$ cat src/rtl/pipeif_fetch.sv
// IF stage: PC register, next-PC select and single-outstanding fetch.
// Delivers ins/pc4 with a wir strobe so stalls never drop or repeat words.
module pipeif_fetch #(
    parameter logic [31:0] RESET_PC = 32'h0000_0000
) (
    input  logic        clk,
    input  logic        rst,
    input  logic        wpc,
    input  logic [1:0]  pcsource,
    input  logic [31:0] bpc,
    input  logic [31:0] rpc,
    input  logic [31:0] jpc,
    output logic        imem_req,
    output logic [31:0] imem_addr,
    input  logic        imem_ready,
    input  logic [31:0] imem_rdata,
    output logic [31:0] pc,
    output logic [31:0] pc4,
    output logic [31:0] ins,
    output logic        wir
);

    typedef enum logic {
        REQ  = 1'b0,
        HAVE = 1'b1
    } state_t;

    state_t      state;
    state_t      state_nx;
    logic [31:0] ibuf;
    logic [31:0] npc;
    logic        consume;
    logic        capture;

    assign pc4       = pc + 32'd4;
    assign imem_addr = {pc[31:2], 2'b00};

    always_comb begin
        npc = pc4;
        unique case (pcsource)
            2'b00: npc = pc4;
            2'b01: npc = bpc;
            2'b10: npc = rpc;
            2'b11: npc = jpc;
        endcase
    end

    always_comb begin
        state_nx = state;
        imem_req = 1'b0;
        wir      = 1'b0;
        ins      = ibuf;
        capture  = 1'b0;
        unique case (state)
            REQ: begin
                imem_req = 1'b1;
                wir      = imem_ready;
                if (imem_ready) begin
                    // bypass the response straight to IF/ID
                    ins = imem_rdata;
                    if (!wpc) begin
                        capture  = 1'b1;
                        state_nx = HAVE;
                    end
                end
            end
            HAVE: begin
                wir = 1'b1;
                if (wpc) state_nx = REQ;
            end
        endcase
    end

    assign consume = wir & wpc;

    always_ff @(posedge clk) begin
        if (rst) begin
            state <= REQ;
            pc    <= {RESET_PC[31:2], 2'b00};
            ibuf  <= 32'd0;
        end else begin
            state <= state_nx;
            if (consume) pc <= {npc[31:2], 2'b00};
            if (capture) ibuf <= imem_rdata;
        end
    end

    a_pc_align : assert property (
        @(posedge clk) disable iff (rst) pc[1:0] == 2'b00);

    a_addr_stable : assert property (
        @(posedge clk) disable iff (rst)
        imem_req && !imem_ready |=> $stable(imem_addr));

    // a held response is always visible until it is consumed
    a_have_valid : assert property (
        @(posedge clk) disable iff (rst)
        state == HAVE |-> wir && !imem_req);

endmodule

$ cat config.mk
export PLATFORM = sky130hd
export DESIGN_NAME = pipeif_fetch
export DESIGN_NICKNAME = d
export VERILOG_FILES = /design/src/rtl/pipeif_fetch.sv
export SDC_FILE = /design/constraint.sdc
export NUM_CORES = 1
export LEC_CHECK = 0
export CAP_MARGIN = 40
export CORE_MARGIN = 2
export CORE_UTILIZATION = 40
export CTS_CLUSTER_DIAMETER = 150
export CTS_CLUSTER_SIZE = 40
export DETAILED_ROUTE_END_ITERATION = 10
export PLACE_DENSITY_LB_ADDON = 0.15
export SLEW_MARGIN = 20
export SYNTH_ARGS = -nofsm -noshare
export SYNTH_HDL_FRONTEND = slang
export SYNTH_SLANG_ARGS = --single-unit
$ cat constraint.sdc
create_clock -name clk -period 3 [get_ports clk]
set_input_delay 0.3 -clock clk [delete_from_list [all_inputs] [get_ports clk]]
set_output_delay 0.3 -clock clk [all_outputs]
set_load 0.1 [all_outputs]
Word-level counts from Yosys, hierarchy flattened
Cells that the tools add are included.
{ "word_totals": {"reg_bits": 63, "word_cells": 19} }
{ "classes": {"n_addsub": 1, "n_eq_ne": 3, "mux": 9, "bitwise_logic": 2, "n_reduce_logical": 1} }
{ "op_table": {"columns": ["op", "n"], "rows": [
  ["$pmux 32 s4", 1],
  ["$mux 32", 2],
  ["$add 32x3->32 const B", 1],
  ["$eq 2x2->1 const B", 2],
  ["$mux 1", 4],
  ["$pmux 1 s2", 2],
  ["$eq 2x1->1 const B", 1],
  ["$logic_not 2->1", 1],
  ["$and 1x1->1", 1],
  ["$not 1->1", 1]
]} }

Logic depth before layout (Yosys ltp)
Gate-level depths: netlist of run 1.
{ "logic_depth": {"depth_word": 3, "mapped_depth": 8, "mapped_depth_nobuf": 6} }

Worst setup path after synthesis of run 1
No wires, ideal clock.
{ "synth_timing": {"path_kind": "register to output", "from": "register pc[2]", "to": "output pc4[22]", "arrival_time_ps": 4062, "required_ps": 2700, "path_slack_ps": -1362, "stages_incl_launch_ff": 7, "path_buffers": 0, "cell_sequence": "dfxtp_1 ha_1 nand3_1 or3_1 nor3_1 nand3_1 xnor2_1"} }
{ "synth_between": {"elab_chain_cells": 1} }
{ "synth_lines": {"columns": ["element", "line", "text"], "rows": [
  ["start, declared", "17", "output logic [31:0] pc,"],
  ["start signal, assigned", "79", "pc <= {RESET_PC[31:2], 2'b00};"],
  ["start signal, assigned", "83", "if (consume) pc <= {npc[31:2], 2'b00};"],
  ["$add 32x3->32", "35", "assign pc4 = pc + 32'd4;"],
  ["end, declared", "18", "output logic [31:0] pc4,"]
]} }
No other way between the ends.

Worst setup path after layout of run 1
{ "layout_timing": {"from": "register pc[2]", "to": "output pc4[28]"} }
The elaborated chain is that of the path after synthesis.

==> results of run 1 <==
state kept, by name, summed over array words and instances, names as in the netlist:
register and cells:
state 1, pc 30, ibuf 32
cells by family (layout without fill, tap and decap cells):
kind of cell / Yosys count / in the layout / synth area share
compound gates: 138 / 138 / 0.1886
xor+xnor: 28 / 28 / 0.05303
fa+ha+maj: 1 / 1 / 0.002705
buf+inv: 93 / 301 / 0.1082
flops: 63 / 63 / 0.2727
mux: 65 / 65 / 0.1653
other cells: 1 / 6 / 0.0008109
simple gates: 199 / 199 / 0.2086
cell usage in the layout, fill, tap and decap left out, types with 8 or more instances in the layout:
cell,n
mux2i_1,10
nand2_1,88
a22oi_1,14
xnor2_2,8
nand4_1,10
nand3_1,12
dfxtp_2,19
a22o_1,8
dfxtp_1,41
buf_12,51
nor2_1,33
mux2_2,51
clkdlybuf4s50_1,125
a21oi_1,58
clkbuf_16,9
o21ai_0,22
nor3_1,16
buf_4,97
where the power goes:
group	total [mW]	switching, mW	internal, mW	leakage (nW)
combinational	1.74	1.15	0.591	2.59
clock	1.04	0.375	0.660	0.144
sequential	0.968	0.0821	0.886	0.525
total	3.75	1.61	2.14	3.25
routing by layer:
metal / track usage / vias to the layer above / share of wire
met5: 0 / - / 0
met4: 0.1062 / 0 / 0.030
met3: 0.05716 / 37 / 0.071
met2: 0.4520 / 245 / 0.51
met1: 0.2896 / 2465 / 0.39
li1: - / 2471 / -
layout make-up:
class | instances | area share
clock buffers | 10 | 0.02972
well taps | 143 | 0.02225
multi-input cells | 437 | 0.3984
inverters | 8 | 0.003735
flip-flops and latches | 63 | 0.1612
repair buffers | 277 | 0.3772
clock inverters | 6 | 0.007470
path summary, 6_finish.rpt:
check / end / slack [ns] / cells after the start
setup / recovery: pc4[28] / 0.18 / 8
hold reg to reg: ibuf[4] / 0.45 / 2
setup reg to reg: pc[28] / 0.78 / 8
hold / removal: ibuf[4] / 0.45 / 2
synth_stat cells, drive strengths merged, types with 2 or more instances:
cell     instances  area, µm²
nand2           88      330.3
dfxtp           63       1261
a21oi           58      290.3
mux2            51      574.3
buf             49      334.1
clkbuf          36      136.4
nor2            33      123.9
o21ai           23      115.1
nor3            17      90.09
xnor2           16      140.1
a22oi           14      105.1
nand3           13      70.07
xor2            12      105.1
nand4           11      75.07
mux2i           10      100.1
a22o             8      70.07
and3             7      43.79
inv              7      26.28
nor2b            5      31.28
o41ai            5      43.79
a31oi            4      25.02
and4             4      35.03
mux4             4      90.09
o22ai            4      25.02
o31ai            4      30.03
or2              4      25.03
a32o             3      30.03
nor4             3      33.78
or3              3      18.77
or4              3      26.27
a211oi           2      15.01
a221o            2      20.02
a2bb2oi          2      17.52
nand2b           2      12.51
nor3b            2      15.01
nor4b            2      17.52
o31a             2      17.52
per-stage QoR:
step                utilization  std cells  setup TNS (ns)
floorplan                     -        593        -0.03190
global placement         0.6784        926               0
detailed placement       0.6798        927               0
CTS                      0.7061        943               0
global route             0.7072        944               0
finish                   0.7072        944               0
tightest hold or removal path, stage by stage (launching register included):
cell     delay, ns
dfxtp_1       0.30
nand2_1       0.05
a21oi_1       0.05
==> metrics, run 1 <==
fin area=0.008040 mm²; placer congestion estimate=0.8532; kind of critical path=flip-flop to output pin; critical path endpoint category=output pin; number of clock buffers inserted by TritonCTS=9; wire per inst=17.53 µm; syn avg cell area=7.865 µm²; Critical Path Source Type=flip-flop; max cap viols=0; setup bufs post-CTS=0; vias in the first global route=5205; port bufs=251; site row count=39; Area growth, synth to finish=73.86%; first-pass GRT wire length=25790 µm; Final Skew=between 0.009 and 0.01 ns; max-slew headroom at the worst pin=0.5480; Clock Tree Buf Depth=2; Tmin final=about 2.8 ns; Tightest Pin Transition=0.6779 ns; final hold slack=approximately 0.45 ns; clk slew on worst S/H paths=0.06 ns; total gr overflow=0; share of cells above drive strength 1=0.3533; nets=slightly above 900; root buffer cell=clkbuf_16; Syn Inst Count=roughly 590; n_diodes=0; worst-skew pair later-pin latency=0.33 ns; crit-path most repeated cell=buf_4; storage element area=about 0.0013 mm²; status=completed; FF-to-FF Start=pc[2]; post-route ant nets=0; Pleak=between 3 and 4 nW; Yosys Warn Count=0; Core ar.=0.01137 mm²; Post-synth EDFFs=0; Max Clock Freq=around 0.35 GHz; area of the die=around 0.012 mm²; via count=between 5000 and 6000; PwrDens=roughly 470 mW/mm²; hold wc startpoint=ibuf[4]; crit-path cells=ha_1, nand3_1, or3_4, buf_4, nor3_1, buf_4, xor2_4, buf_12; Finish-stage setup viols=0; Critical path origin=pc[2]; most common flop cell mapped by yosys=dfxtp_1; HP Class=flip-flop to flip-flop; slowest library cell on the worst path=or3_4; HPWL after DPL=roughly 13000 µm; Chip Width=111.5 µm; Post-synth ARST share=0; chip height=between 100 and 150 µm; Peak VDD IR=slightly above 0.0003 V; CTS hold repair buffers=0; CTS tree=done; pin count of the biggest net entering global routing=37; unrepaired setup endpoints after global routing=no; Cell Area, Placed=just under 0.008 mm²; Initial Utilization=0.4067; DRT Wirelength=16550 µm; H-tree level count=3; initial antenna violation count=0; Slew Limit Fails=0; synthesized flop and latch total=63; number of fill cells in the layout=910; Final Hold Fails=0; power consumption=around 3.7 mW; DRC=0; post-CTS resize count=0; CP max FO=9; drt via density=~5.5; post-synthesis cell type count=59; Crit path max-delay family=simple AND/OR/NAND/NOR gates; Final Cycle Share=0.9396; WP data required=2.70 ns; CP bufs+invs=3; DRT Pass-1 Iters=5; WP data arrival=~2.5 ns; multi-input logic area=around 0.0032 mm²; I/O pins=roughly 260; synthesized cell area=about 0.0046 mm²; GRT Util Overall=0.2525; worst slack, placed=~0.4 ns; Seq/Total Area, Yosys=0.2727; Sink Count=between 60 and 70; DR iter-0 viols=a little under 300; slowest stage delay, CP=approximately 0.42 ns; final worst slack=around 0.18 ns
(Power assumes the default switching activity.)
==> inputs of run 2 (changes only) <==
--- a/config.mk
+++ b/config.mk
@@ -12,7 +12,7 @@
 export CTS_CLUSTER_SIZE = 40
 export DETAILED_ROUTE_END_ITERATION = 10
 export PLACE_DENSITY_LB_ADDON = 0.15
-export SLEW_MARGIN = 20
+export SKIP_CTS_REPAIR_TIMING = 1
 export SYNTH_ARGS = -nofsm -noshare
 export SYNTH_HDL_FRONTEND = slang
 export SYNTH_SLANG_ARGS = --single-unit
==> run 2 against run 1 <==
  * Die area stayed put
  * Final cell count is 0.11% lower
  * Clock skew hardly changed
  * Register-to-register slack hardly changed
  * First-iteration DRC count is 6.6% lower
  * Clock power hardly changed
  * Sequential share of layout area hardly changed
  * Count of clock-buffer cells in the layout stayed put
  * Global-route usage stayed put
  * Sequential power hardly changed
  * Highest routed layer unchanged
==> metrics, run 2 (synthesized netlist as in run 1, its figures left out) <==
Final Hold Fails=0 (unchanged); share of cells above drive strength 1=0.3525 (-0.0008084); DR iter-0 viols=270 (-6.6%); chip height=111.5 µm (unchanged); Tmin final=2.820 ns (+0.0009410 ns); Max Clock Freq=0.3546 GHz (about the same); most frequent cells in the layout=clkdlybuf4s50_1, buf_4, nand2_1; Core ar.=0.01137 mm² (unchanged); H-tree level count=3 (unchanged); worst-skew pair later-pin latency=0.33 ns (about the same); GRT Util Overall=0.2525 (unchanged); Largest register FFs=32 (unchanged); Cell Area, Placed=0.007729 mm² (unchanged); DRT Wirelength=16600 µm (+0.27%); Peak VDD IR=0.0003028 V (about the same); port bufs=251 (unchanged); unrepaired setup endpoints after global routing=no; pin count of the biggest net entering global routing=37 (unchanged); placer congestion estimate=0.8532 (unchanged); TNS Setup=0 ns (unchanged); max cap viols=0 (unchanged); Tightest Pin Transition=0.8516 ns (+0.1738 ns); CTS tree=done; area of the die=0.01244 mm² (unchanged); Slew Limit Fails=0 (unchanged); Area growth, synth to finish=73.70% (about the same); vias in the first global route=5205 (unchanged); max-slew headroom at the worst pin=0.4311 (-0.1169); DRT Pass-1 Iters=5 (unchanged); via count=5212 (-0.11%); kind of critical path=flip-flop to output pin; most common cell after layout, fill and taps aside=clkdlybuf4s50_1; root buffer cell=clkbuf_16; Finish-stage setup viols=0 (unchanged); biggest regs=ibuf: 32 flops, pc: 30 flops, state: 1 flops; initial antenna violation count=0 (unchanged); Clock Tree Buf Depth=2 (unchanged); I/O pins=264 (unchanged); fin area=0.008033 mm² (about the same); Sink Count=63 (unchanged); site row count=39 (unchanged); number of clock buffers inserted by TritonCTS=9 (unchanged); critical path endpoint category=output pin; Biggest register=ibuf; wire per inst=17.60 µm (+0.37%); HPWL after DPL=12540 µm (unchanged); nets=930 (-0.11%); n_diodes=0 (unchanged); HP Class=flip-flop to flip-flop; PwrDens=466.6 mW/mm² (+0.14%); Critical Path Source Type=flip-flop; clk slew on worst S/H paths=0.05 ns (about the same); Final Cycle Share=0.9399 (about the same); Initial Utilization=0.4067 (unchanged); WP data required=2.70 ns (about the same); Pleak=3.250 nW (-0.15%); drt via density=5.527 (about the same); post-route ant nets=0 (unchanged); WP data arrival=2.52 ns (about the same); total gr overflow=0 (unchanged); CP max FO=9 (unchanged); first-pass GRT wire length=25790 µm (unchanged); DRC=0 (unchanged); status=completed; Chip Width=111.5 µm (unchanged); number of fill cells in the layout=912 (+0.22%); Final Skew=0.009692 ns (+0.0001153 ns)
run 2: changes by cell type in the layout (fill, tap and decap cells not counted):
| cell | previous run | this run |
|---|---|---|
| clkbuf_4 | 1 | 0 |
run 2: worst max-delay path, cell delays in order (launching register included):
cell and delay (ns):
dfxtp_4 0.40, ha_1 0.26, nand3_1 0.14, or3_4 0.42, buf_4 0.19, nor3_1 0.23, buf_4 0.20, xor2_4 0.16
buf_12 0.19
run 2: path summary, 6_finish.rpt:
path | from | to | slack (ns) | cells past startpoint
max | pc[2] | pc4[28] | 0.18 | 8
min | ibuf[4] | ibuf[4] | 0.45 | 2
max reg2reg | pc[2] | pc[28] | 0.78 | 8
min reg2reg | ibuf[4] | ibuf[4] | 0.45 | 2
run 2: final cells by class:
type | instances | area [µm²] | share of cell area
well taps | 143 | 178.9 | 0.02227
clock inverters | 6 | 60.06 | 0.007477
multi-input cells | 437 | 3203 | 0.3988
inverters | 8 | 30.03 | 0.003738
flip-flops and latches | 63 | 1296 | 0.1614
clock buffers | 10 | 239.0 | 0.02975
repair buffers | 276 | 3025 | 0.3766
run 2: routing by layer:
layer	global-route usage	up-vias	wire, µm
met4	0.1062	0	506
met3	0.05716	39	1258
met1	0.2896	2449	6410
met2	0.4520	256	8420
met5	0	-	0
li1	-	2468	-
run 2: where the power goes:
group          leakage [nW]  switching (mW)  total, mW  internal [mW]
clock                 0.144           0.377       1.04          0.660
sequential            0.525          0.0820      0.968          0.886
combinational          2.58            1.15       1.74          0.590
run 2: per-stage QoR:
stage | instances | hold slack, ns | power (mW) | setup slack (ns) | utilization
floorplan | 593 | 0.3761 | 2.177 | -0.03014 | -
global placement | 926 | 0.4392 | 2.707 | 0.5223 | 0.6784
detailed placement | 927 | 0.4480 | 2.727 | 0.4069 | 0.6798
CTS | 943 | 0.4509 | 3.771 | 0.04271 | 0.7061
global route | 943 | 0.4776 | 3.862 | 0.06482 | 0.7065
finish | 943 | 0.4525 | 3.748 | 0.1802 | 0.7065
